===== config.mk =====
export PLATFORM = sky130hd
export DESIGN_NAME = if_fetch_unit
export DESIGN_NICKNAME = d
export VERILOG_FILES = /design/src/rtl/cpu_pkg.sv /design/src/rtl/fetch_buf.sv /design/src/rtl/if_fetch_unit.sv
export SDC_FILE = /design/constraint.sdc
export NUM_CORES = 1
export LEC_CHECK = 0
export CORE_MARGIN = 2
export CORE_UTILIZATION = 54
export DETAILED_ROUTE_END_ITERATION = 6
export PLACE_DENSITY = 0.81
export SYNTH_ARGS = -nofsm -noshare
export SYNTH_HDL_FRONTEND = slang
export SYNTH_SLANG_ARGS = --single-unit

===== constraint.sdc =====
create_clock -name Clk -period 3.1 [get_ports Clk]
set_input_delay 0.31 -clock Clk [delete_from_list [all_inputs] [get_ports Clk]]
set_output_delay 0.31 -clock Clk [all_outputs]
set_load 0.02 [all_outputs]

===== src/rtl/cpu_pkg.sv =====
// Shared CPU front-end types: fetch FSM states and PC constants.
// Latency: n/a (declarations only).
// Backpressure: n/a.
package cpu_pkg;

    typedef enum logic [1:0] {
        ST_IDLE       = 2'd0,
        ST_FETCH      = 2'd1,
        ST_WAIT_SPACE = 2'd2,
        ST_KILL       = 2'd3
    } fetch_state_e;

    localparam logic [31:0] RESET_PC_DEFAULT = 32'h0000_0000;
    localparam logic [31:0] PC_STEP          = 32'd4;

endpackage


===== src/rtl/fetch_buf.sv =====
// 2-entry FIFO of {inst, pc} between instruction memory and decode.
// Latency: push visible at head the cycle after the push edge.
// Backpressure: caller only pushes when a slot is free (a same-cycle pop counts); flush clears all entries.
module fetch_buf
    import cpu_pkg::*;
(
    input  logic        clk,
    input  logic        rst_n,
    input  logic        push,
    input  logic [31:0] push_inst,
    input  logic [31:0] push_pc,
    input  logic        pop,
    input  logic        flush,
    output logic [1:0]  cnt,
    output logic        head_vld,
    output logic [31:0] head_inst,
    output logic [31:0] head_pc
);

    logic [1:0][31:0] inst_q, inst_d;
    logic [1:0][31:0] pc_q, pc_d;
    logic             wr_ptr_q, wr_ptr_d;
    logic             rd_ptr_q, rd_ptr_d;
    logic [1:0]       cnt_q, cnt_d;

    // Next-state: flush wins over push; pop and push may coincide when full.
    always_comb begin
        inst_d   = inst_q;
        pc_d     = pc_q;
        wr_ptr_d = wr_ptr_q;
        rd_ptr_d = rd_ptr_q;
        cnt_d    = cnt_q;
        if (flush) begin
            wr_ptr_d = 1'b0;
            rd_ptr_d = 1'b0;
            cnt_d    = 2'd0;
        end else begin
            if (push) begin
                inst_d[wr_ptr_q] = push_inst;
                pc_d[wr_ptr_q]   = push_pc;
                wr_ptr_d         = ~wr_ptr_q;
            end
            if (pop) begin
                rd_ptr_d = ~rd_ptr_q;
            end
            cnt_d = cnt_q + {1'b0, push} - {1'b0, pop};
        end
    end

    // Storage and pointer registers.
    always_ff @(posedge clk or negedge rst_n) begin
        if (!rst_n) begin
            inst_q   <= '0;
            pc_q     <= '0;
            wr_ptr_q <= 1'b0;
            rd_ptr_q <= 1'b0;
            cnt_q    <= 2'd0;
        end else begin
            inst_q   <= inst_d;
            pc_q     <= pc_d;
            wr_ptr_q <= wr_ptr_d;
            rd_ptr_q <= rd_ptr_d;
            cnt_q    <= cnt_d;
        end
    end

    assign cnt       = cnt_q;
    assign head_vld  = (cnt_q != 2'd0);
    assign head_inst = inst_q[rd_ptr_q];
    assign head_pc   = pc_q[rd_ptr_q];

endmodule


===== src/rtl/if_fetch_unit.sv =====
// Instruction fetch: PC, one-outstanding imem req/ack, 2-entry queue to decode; optional FETCH_ALIGN_CHECK_EN.
// Latency: ack to Inst_valid 1 cycle; redirect to new request 1 cycle (after the killed ack if one is in flight).
// Backpressure: stops requesting (WAIT_SPACE) while the queue would be full; Inst_ready pops the head.
module if_fetch_unit
    import cpu_pkg::*;
#(
    parameter logic [31:0] RESET_PC = RESET_PC_DEFAULT
) (
    input  logic        Clk,
    input  logic        Clrn,
    input  logic        Redirect,
    input  logic [31:0] Target,
    output logic        Imem_req,
    output logic [31:0] Imem_addr,
    input  logic        Imem_ack,
    input  logic [31:0] Imem_rdata,
    output logic        Inst_valid,
    output logic [31:0] Inst,
    output logic [31:0] Inst_pc,
    input  logic        Inst_ready,
    output logic        Misalign
);

    fetch_state_e state_q, state_d;
    logic [31:0]  pc_q, pc_d;
    logic         req_q, req_d;
    logic [31:0]  addr_q, addr_d;

    logic [1:0]   buf_cnt;
    logic [1:0]   cnt_after;
    logic         pop;
    logic         push;
    logic         fetch_ack;
    logic [31:0]  tgt_aligned;
    logic [31:0]  next_pc;

    assign tgt_aligned = {Target[31:2], 2'b00};
    assign next_pc     = addr_q + PC_STEP;
    assign pop         = Inst_valid & Inst_ready;
    assign fetch_ack   = (state_q == ST_FETCH) & Imem_ack;
    assign push        = fetch_ack & ~Redirect;
    assign cnt_after   = buf_cnt + {1'b0, push} - {1'b0, pop};

    // Next state, PC and registered request; redirect has top priority.
    always_comb begin
        state_d = state_q;
        pc_d    = pc_q;
        req_d   = req_q;
        addr_d  = addr_q;
        if (Redirect) begin
            pc_d = tgt_aligned;
            if (req_q && !Imem_ack) begin
                // In-flight request must complete with its address held.
                state_d = ST_KILL;
            end else begin
                state_d = ST_FETCH;
                req_d   = 1'b1;
                addr_d  = tgt_aligned;
            end
        end else begin
            case (state_q)
                ST_IDLE: begin
                    state_d = ST_FETCH;
                    req_d   = 1'b1;
                    addr_d  = pc_q;
                end
                ST_FETCH: begin
                    if (Imem_ack) begin
                        pc_d = next_pc;
                        if (cnt_after < 2'd2) begin
                            addr_d = next_pc;
                        end else begin
                            state_d = ST_WAIT_SPACE;
                            req_d   = 1'b0;
                        end
                    end
                end
                ST_WAIT_SPACE: begin
                    if (cnt_after < 2'd2) begin
                        state_d = ST_FETCH;
                        req_d   = 1'b1;
                        addr_d  = pc_q;
                    end
                end
                ST_KILL: begin
                    if (Imem_ack) begin
                        state_d = ST_FETCH;
                        addr_d  = pc_q;
                    end
                end
                default: begin
                    state_d = ST_IDLE;
                    req_d   = 1'b0;
                end
            endcase
        end
    end

    // FSM, PC and request registers.
    always_ff @(posedge Clk or negedge Clrn) begin
        if (!Clrn) begin
            state_q <= ST_IDLE;
            pc_q    <= RESET_PC;
            req_q   <= 1'b0;
            addr_q  <= RESET_PC;
        end else begin
            state_q <= state_d;
            pc_q    <= pc_d;
            req_q   <= req_d;
            addr_q  <= addr_d;
        end
    end

    assign Imem_req  = req_q;
    assign Imem_addr = addr_q;

    fetch_buf u_fetch_buf (
        .clk       (Clk),
        .rst_n     (Clrn),
        .push      (push),
        .push_inst (Imem_rdata),
        .push_pc   (addr_q),
        .pop       (pop),
        .flush     (Redirect),
        .cnt       (buf_cnt),
        .head_vld  (Inst_valid),
        .head_inst (Inst),
        .head_pc   (Inst_pc)
    );

`ifdef FETCH_ALIGN_CHECK_EN
    logic misalign_q, misalign_d;

    // One-cycle flag for a redirect to a non-word-aligned target.
    always_comb begin
        misalign_d = Redirect & (Target[1:0] != 2'b00);
    end

    // Misalign pulse register.
    always_ff @(posedge Clk or negedge Clrn) begin
        if (!Clrn) begin
            misalign_q <= 1'b0;
        end else begin
            misalign_q <= misalign_d;
        end
    end

    assign Misalign = misalign_q;
`else
    // Low target bits are dropped silently in this build.
    logic unused_tgt_lsb;
    assign unused_tgt_lsb = ^Target[1:0];
    assign Misalign       = 1'b0;
`endif

endmodule


; Yosys cells after proc, flatten, opt, wreduce, memory -nomap -nowiden
; Index checks and enable logic that the tools add are counted.
[classes]
add_sub_neg = 3
order_cmp = 4
eq_ne = 9
n_mux = 36
bitwise_logic = 6
n_reduce_logical = 15
[op_table]
columns = operator, count
row1 = $mux W32, 14
row2 = $bwmux W64, 2
row3 = $pmux W32 S4, 1
row4 = $add A32 B3 Y32 const B, 1
row5 = $demux W32 S1, 1
row6 = $mux W2, 7
row7 = $ne A3 B3 Y1 const B, 4
row8 = $reduce_and A5 Y1, 2
row9 = $reduce_bool A2 Y1, 5
row10 = $mux W1, 9
row11 = $pmux W2 S4, 1
row12 = $eq A2 B2 Y1 const B, 2
row13 = $lt A1 B2 Y1 const B, 2
row14 = $reduce_and A2 Y1, 2
row15 = $reduce_and A4 Y1, 1
row16 = $reduce_bool A4 Y1, 1
row17 = $and A1 B1 Y1, 3
row18 = $ne A3 B2 Y1 const B, 1
row19 = $not A1 Y1, 3
row20 = $pmux W1 S3, 1
row21 = $add A2 B1 Y2, 1
row22 = $eq A2 B1 Y1 const B, 1
row23 = $logic_and A1 B1 Y1, 2
row24 = $logic_not A2 Y1, 1
row25 = 5 further kinds, 5
[word_totals]
reg_bits = 199
out_inout_bits = 99
word_cells = 84

; Longest topological paths before layout
; Gate-level depths: netlist of the first run.
[logic_depth]
ltp_word = 10
mapped_depth = 13
ltp_nobuf = 10

; Hierarchy
; Synthesis of the first run repeated with hierarchy kept, for this count alone.
[hier_totals]
hier_cells = 829
hier_area_um2 = 10134.7
[by_module_without_submodules]
columns = module, instances, cells_each, area_per_inst_um2
row1 = fetch_buf, 1, 359, 6054.6
row2 = if_fetch_unit, 1, 470, 4080.2

; Least setup slack after synthesis of the first run
; OpenSTA, ideal clock, no wires.
[synth_path]
path_type = reg-to-reg
startpoint = register u_fetch_buf.cnt_q[1], in the netlist u_fetch_buf.cnt[1]
endpoint = register addr_q[18], in the netlist Imem_addr[18]
setup_time_ns = 0.134
arrival_ns = 2.493
setup_slack_ns = 0.473
path_stages_with_launch = 13
path_buffers = 2
period_less_slack_ns = 2.627
path_cell_list = dfrtp_1 or2_2 and2_1 ha_1 inv_1 ha_1 xnor3_1 nor3_1 or2_2 buf_2 clkbuf_1 o21ai_0 o21ai_0
[synth_via]
elab_chain_len = 6
[synth_lines]
columns = item, line
row1 = from (decl), fetch_buf.sv:24  ; logic [1:0] cnt_q, cnt_d;
row2 = from (signal assigned), fetch_buf.sv:63  ; cnt_q <= cnt_d;
row3 = $reduce_bool A2 Y1 *, fetch_buf.sv:68  ; assign head_vld = (cnt_q != 2'd0);
row4 = net Inst_valid, if_fetch_unit.sv:17  ; output logic Inst_valid,
row5 = $and A1 B1 Y1 *, if_fetch_unit.sv:39  ; assign pop = Inst_valid & Inst_ready;
row6 = $sub A2 B1 Y2 *, if_fetch_unit.sv:42  ; assign cnt_after = buf_cnt + {1'b0, push} - {1'b0, pop};
row7 = $lt A2 B2 Y1 *, "if_fetch_unit.sv:70, if_fetch_unit.sv:79"
row8 = $ne A3 B2 Y1 (no source line) or $ne A3 B3 Y1 (tied branches), --
row9 = $reduce_and A5 Y1 (no source line) *, --
row10 = to (signal assigned), if_fetch_unit.sv:110  ; addr_q <= addr_d;
row11 = to (decl), if_fetch_unit.sv:27  ; logic [31:0] addr_q, addr_d;
; The timed path passes the listed nets; every way through them passes the cells marked *.
; A chain may end at the register's enable or synchronous reset.

; Worst setup path after layout of the first run
[layout_path]
startpoint = register u_fetch_buf.cnt_q[1], in the netlist u_fetch_buf.cnt[1]
endpoint = register addr_q[13], in the netlist Imem_addr[13]
[layout_via]
elab_chain_len = 6
[layout_lines]
columns = item, line
row1 = "parallel branches: the longest is 2 deep, another holds $add A2 B1 Y2", --
row2 = $sub A2 B1 Y2 *, if_fetch_unit.sv:42
row3 = $lt A2 B2 Y1 *, "if_fetch_unit.sv:70, if_fetch_unit.sv:79"
row4 = $ne A3 B2 Y1 (no source line) or $ne A3 B3 Y1 (tied branches), --
row5 = $reduce_and A5 Y1 (no source line) *, --
; Mark *: on every way between the ends.

==> results.sh, run 1 <==
export IMPL_row_count=49
export IMPL_cp_arrival_ns=3.08
export IMPL_final_cell_mix="198 x dfrtp_1, 187 x mux2_2, 162 x clkdlybuf4s50_1, 58 x nand2_1, 52 x o21ai_0"
export IMPL_drv_cap=0
export IMPL_grtUsageTotal_pct=24.7
export IMPL_tns_ns=0
export IMPL_cts_sinks=199
export IMPL_die_h_microns=140
export IMPL_failed_checks="DRC"
export IMPL_worst_setup_path_type="register to register"
export IMPL_fin_hold_ws_ns=0.390
export IMPL_status="finished, violations left"
export IMPL_worstSetupStartpointType="register"
export IMPL_synth_area_sq_um=9980
export IMPL_vdd_drop_max_v=0.000610
export IMPL_via_per_inst=5.95
export IMPL_route_detailed_drc=2
export IMPL_drtIter0Drc=669
export IMPL_drt_total_wl_mm=23.7
export IMPL_critPathRequiredTime_ns=3.41
export IMPL_die_width_microns=140
export IMPL_dieArea_sq_um=19600
export IMPL_power_leakage_uw=0.00519
export IMPL_core_area_sq_um=18000
export IMPL_async_reset_ff_share_pct=100
export IMPL_port_buffers=164
export IMPL_cts_clk_slew_worst_paths_ns=0.07
export IMPL_rsz0062_at_grt="no"
export IMPL_ant_nets=0
export IMPL_path_max_fanout=16
export IMPL_first_global_vias=7565
export IMPL_cts_tree="yes"
export IMPL_fmax_mhz=360
export IMPL_htree_num_levels=4
export IMPL_ys_ff_latch=199
export IMPL_ys_seq_area_share_pct=49.9
export IMPL_clockRootBuffer="clkbuf_16"
export IMPL_vias=7480
export IMPL_avgSynthCellArea_sq_um=11.3
export IMPL_drt_pass1_iterations=7
export IMPL_syn_num_nets=955
export IMPL_synth_edf_count=0
export IMPL_slew_headroom_pct=36.0
export IMPL_synth_simple_area_share_pct=10.4
export IMPL_fin_crit_ns=2.77
export IMPL_synth_mux_area_share_pct=22.7
export IMPL_clk_latency_ns=0.43
export IMPL_worstMarginPinSlew_ns=0.960
export IMPL_skew_ns=0.00798
export IMPL_grt_pass1_wl_mm=39.1
export IMPL_cts_buffer_depth=2
export IMPL_antenna_cells=0
export IMPL_synth_ff_type="dfrtp_1"
export IMPL_synth_compound_area_share_pct=10.8
export IMPL_gp_congestion=0.849
export IMPL_cts_buffers=17
export IMPL_yosys_cell_types_count=65
export IMPL_synth_xor_area_share_pct=1.81
export IMPL_netlist_instances=883
export IMPL_grt_max_degree=78
export IMPL_wire_per_inst_microns=18.8
export IMPL_critical_path_endpoint_type="register"
export IMPL_p_per_area_nw_per_um2=998
export IMPL_period_share_pct=89.5
export IMPL_io_pins=168
export IMPL_hold_viol=0
export IMPL_fin_nets=1088
export IMPL_setup_viol=0
export IMPL_antenna_found_initial=0
export IMPL_drv_slew=0
export IMPL_drive_above_1_share_pct=25.5
export IMPL_dp_hpwl_mm=15.7
export IMPL_synthToLayoutAreaGrowth_pct=24.6
export IMPL_grt_overflow=0
export IMPL_synth_top_family_by_area="multiplexers"
export IMPL_start_util_pct=55.4
export IMPL_yosysWarnings=0
export IMPL_synth_fa_ha_area_share_pct=0.376
export IMPL_final_common_cell="dfrtp_1"
export IMPL_hp_class="primary input to register"
[final cells by class]
cell class | count | area (sq um)
Multi-Input combinational cell | 595 | 4610
Sequential cell | 199 | 4980
Fill cell | 1346 | 5590
Clock buffer | 18 | 429
Tap cell | 229 | 287
Inverter | 15 | 56.3
Timing Repair Buffer | 188 | 1900
Clock inverter | 14 | 175
[power by group]
| group | total [uW] | switching [uW] | internal (uW) |
|---|---|---|---|
| clock network | 2300 | 1020 | 1280 |
| logic | 5510 | 2550 | 2960 |
| registers | 4610 | 932 | 3680 |
[path summary, 6_finish.rpt]
kind,from,endpoint,slack (ns),cells past startpoint
worst min register to register,u_fetch_buf.inst_q[26],u_fetch_buf.inst_q[26],0.49,1
max in group asynchronous,Clrn,pc_q[25],1.89,3
worst max-delay path,u_fetch_buf.cnt[1],Imem_addr[13],0.33,11
min in group asynchronous,Clrn,u_fetch_buf.inst_q[27],0.40,2
worst min-delay path,Redirect,Imem_req,0.39,4
worst max register to register,u_fetch_buf.cnt[1],Imem_addr[13],0.33,11
[flip-flops by register name, indices dropped and copies added, names as in the netlist]
signal	cells
u_fetch_buf.inst_q	64
u_fetch_buf.pc_q	64
Imem_addr	32
pc_q	32
state_q	2
u_fetch_buf.cnt	2
Imem_req	1
u_fetch_buf.rd_ptr_q	1
u_fetch_buf.wr_ptr_q	1
[cells in the mapped netlist, drive strengths merged (4+ instances only)]
| library cell | number | area [sq um] |
|---|---|---|
| or2 | 5 | 31.3 |
| o21ai | 52 | 260 |
| dfrtp | 199 | 4980 |
| o31a | 6 | 55.1 |
| nor3 | 17 | 85.1 |
| a31oi | 6 | 37.5 |
| o31ai | 8 | 65.1 |
| xor2 | 5 | 43.8 |
| a22o | 7 | 61.3 |
| a222oi | 4 | 40.0 |
| o22ai | 7 | 43.8 |
| a221oi | 4 | 35.0 |
| clkbuf | 35 | 134 |
| o2bb2ai | 7 | 61.3 |
| nand4 | 12 | 87.6 |
| nand2 | 59 | 221 |
| mux2i | 9 | 90.1 |
| a22oi | 5 | 37.5 |
| inv | 15 | 56.3 |
| and3 | 19 | 119 |
| nand3 | 23 | 115 |
| nor4 | 8 | 50.1 |
| a21oi | 30 | 150 |
| a21boi | 4 | 30.0 |
| buf | 39 | 209 |
| nor2 | 43 | 169 |
| mux2 | 193 | 2170 |
| xnor2 | 13 | 114 |
[repair_timing]
item / CTS / global route
hold buffers: 1 / 0
endpoints found under the hold margin: 55 / 0
setup buffers: 0 / 0
gates resized for setup: 0 / 0
[per-layer routing]
metal | part of all wire (%) | global-route usage, % | wire length [microns]
met5 | 0 | 0 | 0
met4 | 1.7 | 6.95 | 391
met3 | 6.0 | 5.23 | 1420
met2 | 48 | 40.6 | 11300
met1 | 45 | 33.6 | 10500
[kinds of logic (layout without fill, tap and decap cells)]
logic type / after synthesis / count (layout)
and+or+nand+nor: 207 / 207
muxes: 202 / 202
DFF: 199 / 199
AOI/OAI and AO/OA: 163 / 163
buffers and inverters: 89 / 235
xor gates and xnor gates: 19 / 19
adders and majority gates: 3 / 3
other: 1 / 1
[critical path, cell delays in order (launching register included)]
cell and delay (ns):
dfrtp_1 0.37, or2_2 0.30, and2_1 0.19, ha_1 0.28
inv_1 0.04, ha_1 0.17, xnor3_1 0.28, nor3_1 0.08
or2_2 0.43, buf_4 0.24, o21ai_0 0.16, o21ai_0 0.11
[per-stage QoR]
stage,std cells,cell area [sq um],util [%],total power [uW],setup WS [ns]
floorplan,883,9980,-,7870,0.473
global placement,1225,11800,65.6,9980,0.377
detailed placement,1225,11800,65.6,10200,0.331
CTS,1258,12400,69.0,12500,0.321
global route,1258,12400,69.0,13100,0.106
finish,1258,12400,69.0,12400,0.326
(Power assumes the default switching activity.)
==> run 2: changes to the inputs <==
--- a/config.mk
+++ b/config.mk
@@ -6,9 +6,11 @@
 export NUM_CORES = 1
 export LEC_CHECK = 0
 export CORE_MARGIN = 2
-export CORE_UTILIZATION = 54
+export CORE_UTILIZATION = 55
+export CTS_BUF_LIST = sky130_fd_sc_hd__clkbuf_8
 export DETAILED_ROUTE_END_ITERATION = 6
-export PLACE_DENSITY = 0.81
+export MAX_ROUTING_LAYER = met4
+export PLACE_DENSITY = 0.82
 export SYNTH_ARGS = -nofsm -noshare
 export SYNTH_HDL_FRONTEND = slang
 export SYNTH_SLANG_ARGS = --single-unit
==> run 2 against run 1 <==
Against the previous run: the flow now finishes without violations; maximum frequency rose by 0.58%; critical path depth did not move; sequential share of layout area rose by 0.83 points; routed wire length fell by 0.61%; largest cell class unchanged; largest power group unchanged.
==> results.sh, run 2 (synthesized netlist as in run 1, its figures left out) <==
export IMPL_status="complete, no violations"
export IMPL_cp_arrival_ns=3.12
export IMPL_htree_num_levels=4
export IMPL_p_clk_share_pct=13.2
export IMPL_drv_cap=0
export IMPL_post_cts_setup_buffer_count=0
export IMPL_cts_buffer_depth=2
export IMPL_drv_slew=0
export IMPL_crit_chain="or2_2 -> and2_1 -> ha_1 -> inv_1 -> ha_1 -> xnor3_1 -> nor3_1 -> or2_2 -> buf_4 -> o21ai_0 -> o21ai_0"
export IMPL_skew_ns=0.0168
export IMPL_cts_buffers=17
export IMPL_grt_pass1_wl_mm=39.1
export IMPL_antenna_cells=0
export IMPL_route_detailed_drc=0
export IMPL_drtIter0Drc=625
export IMPL_worstMarginPinSlew_ns=0.966
export IMPL_core_area_sq_um=17900
export IMPL_fmax_mhz=363
export IMPL_fin_crit_ns=2.76
export IMPL_grt_max_degree=103
export IMPL_port_buffers=164
export IMPL_instances_no_fill=1261
export IMPL_drt_total_wl_mm=23.5
export IMPL_setup_viol=0
export IMPL_fin_nets=1091
export IMPL_cts_resized=0
export IMPL_critPathBufInv=2
export IMPL_via_per_inst=6.00
export IMPL_tns_ns=0
export IMPL_synthToLayoutAreaGrowth_pct=22.1
export IMPL_ant_nets=0
export IMPL_ctsHoldBuffers=1
export IMPL_swShare_pct=38.2
export IMPL_power_uw=11600
export IMPL_cts_clk_slew_worst_paths_ns=0.10
export IMPL_switchingPower_uw=4450
export IMPL_critical_path_endpoint_type="register"
export IMPL_critical_path_slowest_cell="dfrtp_1"
export IMPL_die_h_microns=139
export IMPL_crit_path_max_incr_delay_ns=0.40
export IMPL_clockRootBuffer="clkbuf_8"
export IMPL_r2r_slack_ns=0.34
export IMPL_die_width_microns=139
export IMPL_io_pins=168
export IMPL_period_share_pct=89.0
export IMPL_p_seq_share_pct=39.2
export IMPL_dieArea_sq_um=19200
export IMPL_intPower_uw=7190
export IMPL_antenna_found_initial=0
export IMPL_final_common_cell="dfrtp_1"
export IMPL_final_cell_mix="198 x dfrtp_1, 187 x mux2_2, 162 x clkdlybuf4s50_1, 58 x nand2_1, 52 x o21ai_0"
export IMPL_start_util_pct=55.7
export IMPL_rsz0062_at_grt="no"
export IMPL_power_leakage_uw=0.00509
export IMPL_vdd_drop_max_v=0.000525
export IMPL_wire_per_inst_microns=18.7
export IMPL_critPathRequiredTime_ns=3.46
export IMPL_drive_above_1_share_pct=25.8
export IMPL_hold_viol=0
export IMPL_worstSetupStartpointType="register"
export IMPL_grtUsageTotal_pct=25.7
export IMPL_comb_power_share_pct=47.6
export IMPL_cts_sinks=199
export IMPL_cts_tree="yes"
export IMPL_first_global_vias=7599
export IMPL_dp_hpwl_mm=15.8
export IMPL_gp_congestion=0.865
export IMPL_slew_headroom_pct=35.4
export IMPL_top_regs="u_fetch_buf.inst_q: 64 flops, u_fetch_buf.pc_q: 64 flops"
export IMPL_path_max_fanout=16
export IMPL_path_delay_family="simple AND/OR/NAND/NOR gates"
export IMPL_hp_class="primary input to register"
export IMPL_p_per_area_nw_per_um2=955
export IMPL_placed_cells=1228
export IMPL_vias=7561
export IMPL_clk_latency_ns=0.48
export IMPL_worst_setup_path_type="register to register"
export IMPL_row_count=49
export IMPL_grt_overflow=0
export IMPL_drt_pass1_iterations=5
run 2: cell count changes in the layout (fill, tap and decap cells not counted), sizes merged:
cell / before / now
bufinv: 3 / 0
buf: 24 / 27
clkbuf: 19 / 18
inv: 18 / 20
clkinv: 5 / 7
run 2: worst paths after layout:
kind | start | to | cells after the start
min | Redirect | u_fetch_buf.cnt[1] | 2
max reg2reg | u_fetch_buf.cnt[1] | Imem_addr[21] | 11
max | u_fetch_buf.cnt[1] | Imem_addr[21] | 11
min reg2reg | u_fetch_buf.inst_q[31] | u_fetch_buf.inst_q[31] | 1
min in group asynchronous | Clrn | u_fetch_buf.inst_q[25] | 2
max in group asynchronous | Clrn | pc_q[2] | 3
run 2: power groups by stage:
stage                     combinational, uW  clock (uW)  sequential (uW)
after floorplan                        3420           0             4440
after global placement                 5430           0             4530
final                                  5540        1530             4570
after detailed placement               5540           0             4610
after global routing                   5920        1690             4730
after CTS                              5580        1580             4550
run 2: cell type report:
class                      instances  area, sq um
clock buffer                      17          234
clock inverter                    15          120
fill                            1407         5720
inverter                          15         56.3
multi-input combinational        595         4610
sequential                       199         4980
tap                              229          287
timing repair buffer             191         1900
run 2: stage by stage:
stage | util [%] | hold WS, ns | setup slack (ns) | instance area [sq um]
finish | 68.0 | 0.0797 | 0.342 | 12200
global route | 68.0 | 0.0623 | 0.164 | 12200
CTS | 68.0 | 0.0646 | 0.351 | 12200
detailed placement | 66.0 | 0.465 | 0.355 | 11800
global placement | 66.0 | 0.463 | 0.400 | 11800
floorplan | - | 0.0144 | 0.473 | 9980
run 2: worst register-to-register path, cell delays in order (launching register included):
cell and delay (ns):
dfrtp_1 0.40, or2_2 0.31, and2_1 0.19, ha_1 0.27, inv_1 0.04, ha_1 0.18
xnor3_1 0.29, nor3_1 0.08, or2_2 0.38, buf_4 0.22, o21ai_0 0.16, o21ai_0 0.11
run 2: metal layers:
metal | GRT usage, % | wire length [microns] | vias to the layer above
li1 | - | - | 3459
met1 | 35.0 | 10700 | 3820
met2 | 40.8 | 11300 | 259
met3 | 4.11 | 1140 | 23
met4 | 6.65 | 341 | 0
met5 | - | 0 | -
==> run 3: changes to the inputs <==
--- a/config.mk
+++ b/config.mk
@@ -6,11 +6,13 @@
 export NUM_CORES = 1
 export LEC_CHECK = 0
 export CORE_MARGIN = 2
-export CORE_UTILIZATION = 55
+export CORE_UTILIZATION = 53
 export CTS_BUF_LIST = sky130_fd_sc_hd__clkbuf_8
 export DETAILED_ROUTE_END_ITERATION = 6
+export DONT_BUFFER_PORTS = 1
 export MAX_ROUTING_LAYER = met4
-export PLACE_DENSITY = 0.82
+export PLACE_DENSITY = 0.68
 export SYNTH_ARGS = -nofsm -noshare
 export SYNTH_HDL_FRONTEND = slang
 export SYNTH_SLANG_ARGS = --single-unit
+export TNS_END_PERCENT = 20
==> run 3 against run 2 <==
Against the previous run: the run now ends with hold timing left; non-clock buffer count is 109 lower; sequential cell count stayed put; routed wire length is 7.3% higher; critical endpoint is now Imem_addr[4]; via count is 4.0% lower; clock skew is 0.0077 ns lower; highest routed layer unchanged; register-to-register slack worse by 0.09 ns; sequential share of layout area is 3.6 points higher; largest power group is now sequential cells; first-iteration DRC count is 0.16% higher; die area is 3.7% higher; final area is 8.2% lower.
==> results.sh, run 3 (synthesized netlist as in run 1, its figures left out) <==
export IMPL_grtUsageTotal_pct=26.2
export IMPL_port_buffers=0
export IMPL_failed_checks="hold timing"
export IMPL_antenna_cells=0
export IMPL_fin_nets=982
export IMPL_hold_viol=199
export IMPL_timing_critical_path_to="Imem_addr[4]"
export IMPL_drv_cap=0
export IMPL_core_area_sq_um=18600
export IMPL_dieArea_sq_um=19900
export IMPL_clk_latency_ns=0.47
export IMPL_rr_worst_depth=11
export IMPL_hp_class="primary input to async pin"
export IMPL_power_leakage_uw=0.00472
export IMPL_tns_ns=0
export IMPL_drv_slew=0
export IMPL_cp_depth=11
export IMPL_die_width_microns=141
export IMPL_multi_input_area_sq_um=4610
export IMPL_critPathBufInv=2
export IMPL_fin_hold_ws_ns=-0.469
export IMPL_first_global_vias=7444
export IMPL_fillers=1486
export IMPL_start_util_pct=53.7
export IMPL_setup_viol=0
export IMPL_drt_pass1_iterations=7
export IMPL_rsz0062_at_grt="no"
export IMPL_fin_crit_ns=2.85
export IMPL_post_place_ws_ns=0.216
export IMPL_skew_ns=0.00910
export IMPL_final_cell_mix="198 x dfrtp_1, 187 x mux2_2, 60 x dlygate4sd3_1, 58 x nand2_1, 52 x o21ai_0"
export IMPL_grt_pass1_wl_mm=39.8
export IMPL_path_delay_family="simple AND/OR/NAND/NOR gates"
export IMPL_cp_arrival_ns=3.23
export IMPL_gp_congestion=0.838
export IMPL_seqCellArea_sq_um=4980
export IMPL_via_per_inst=6.27
export IMPL_r2r_slack_ns=0.25
export IMPL_placed_cell_area_sq_um=10100
export IMPL_r2r_end="Imem_addr[4]"
export IMPL_r2r_start="u_fetch_buf.cnt[1]"
export IMPL_top_regs="u_fetch_buf.inst_q: 64 flops, u_fetch_buf.pc_q: 64 flops"
export IMPL_cts_buffers=17
export IMPL_dp_hpwl_mm=15.3
export IMPL_clockRootBuffer="clkbuf_8"
export IMPL_final_common_cell="dfrtp_1"
export IMPL_status="finished, violations left"
export IMPL_antenna_found_initial=0
export IMPL_vdd_drop_max_v=0.000428
export IMPL_slew_headroom_pct=34.2
export IMPL_ant_nets=0
export IMPL_drive_above_1_share_pct=28.3
export IMPL_synthToLayoutAreaGrowth_pct=12.1
export IMPL_vias=7257
export IMPL_cts_tree="yes"
export IMPL_route_detailed_drc=0
export IMPL_worst_slack_ns=0.254
export IMPL_grt_overflow=0
export IMPL_worstSetupStartpointType="register"
export IMPL_fmax_mhz=351
export IMPL_crit_chain="or2_2 -> and2_1 -> ha_1 -> inv_1 -> ha_1 -> xnor3_1 -> nor3_1 -> or2_4 -> buf_4 -> o21ai_0 -> o21ai_0"
export IMPL_cts_buffer_depth=2
export IMPL_path_max_fanout=15
export IMPL_crit_path_max_incr_delay_ns=0.39
export IMPL_crit_path_start="u_fetch_buf.cnt[1]"
export IMPL_critical_path_endpoint_type="register"
export IMPL_period_share_pct=91.8
export IMPL_fin_area_sq_um=11200
export IMPL_htree_num_levels=4
export IMPL_critPathRequiredTime_ns=3.48
export IMPL_grt_max_degree=200
export IMPL_critical_path_slowest_cell="dfrtp_1"
export IMPL_drt_total_wl_mm=25.2
export IMPL_drtIter0Drc=626
export IMPL_p_per_area_nw_per_um2=947
export IMPL_cts_clk_slew_worst_paths_ns=0.10
export IMPL_worstMarginPinSlew_ns=0.986
export IMPL_wire_per_inst_microns=21.8
export IMPL_die_h_microns=141
export IMPL_cts_sinks=199
export IMPL_worst_setup_path_type="register to register"
export IMPL_io_pins=168
export IMPL_row_count=50
==> run 3: area by class of cell <==
| class | instances | share of cell area [%] |
|---|---|---|
| Sequential cell | 199 | 44.5 |
| Multi-Input combinational cell | 595 | 41.2 |
| Timing Repair Buffer | 82 | 7.18 |
| Tap cell | 234 | 2.62 |
| Clock buffer | 20 | 2.46 |
| Clock inverter | 12 | 1.48 |
| Inverter | 15 | 0.503 |
==> run 3: worst reg2reg max path: stages (launching register included) <==
cell and delay (ns):
dfrtp_1 0.39, or2_2 0.37, and2_1 0.21, ha_1 0.27, inv_1 0.06, ha_1 0.14, xnor3_1 0.26, nor3_1 0.30
or2_4 0.30, buf_4 0.24, o21ai_0 0.10, o21ai_0 0.12
==> run 3: per-layer routing <==
metal  GRT usage (%)  up-vias  wire, microns
li1                -     3247              -
met1            32.1     3667          10500
met2            42.7      301          12400
met3            6.93       42           1830
met4            8.47        0            510
met5               -        -              0
==> run 3: where the power goes <==
group / leakage [uW] / switching [uW] / internal (uW) / total, uW
clock: 0.000218 / 949 / 878 / 1830
sequential: 0.00244 / 1150 / 3670 / 4820
combinational: 0.00206 / 2180 / 1780 / 3950
total: 0.00472 / 4280 / 6320 / 10600
==> run 3: stage by stage <==
step / instances / utilization, % / power (uW) / hold slack [ns]
floorplan: 883 / - / 7870 / 0.0144
global placement: 1064 / 54.5 / 8470 / 0.0193
detailed placement: 1064 / 54.5 / 8710 / 0.0185
CTS: 1155 / 60.1 / 10600 / -0.501
global route: 1157 / 60.2 / 11200 / -0.527
finish: 1157 / 60.2 / 10600 / -0.469
==> run 3: repair_timing <==
action                                  in CTS  in global routing
setup buffers                                0                  0
endpoints found under the setup margin       0                  2
gates resized for setup                      0                  1
endpoints found under the hold margin      297                201
hold buffers                                59                  2
==> run 3: worst min path at each step <==
stage / start / endpoint / cells past startpoint
global route: Clrn / u_fetch_buf.inst_q[56] / 0
global placement: Clrn / u_fetch_buf.inst_q[56] / 0
detailed placement: Clrn / u_fetch_buf.inst_q[59] / 0
CTS: Clrn / u_fetch_buf.inst_q[27] / 0
finish: Clrn / u_fetch_buf.inst_q[56] / 0
floorplan: Clrn / Imem_addr[0] / 0
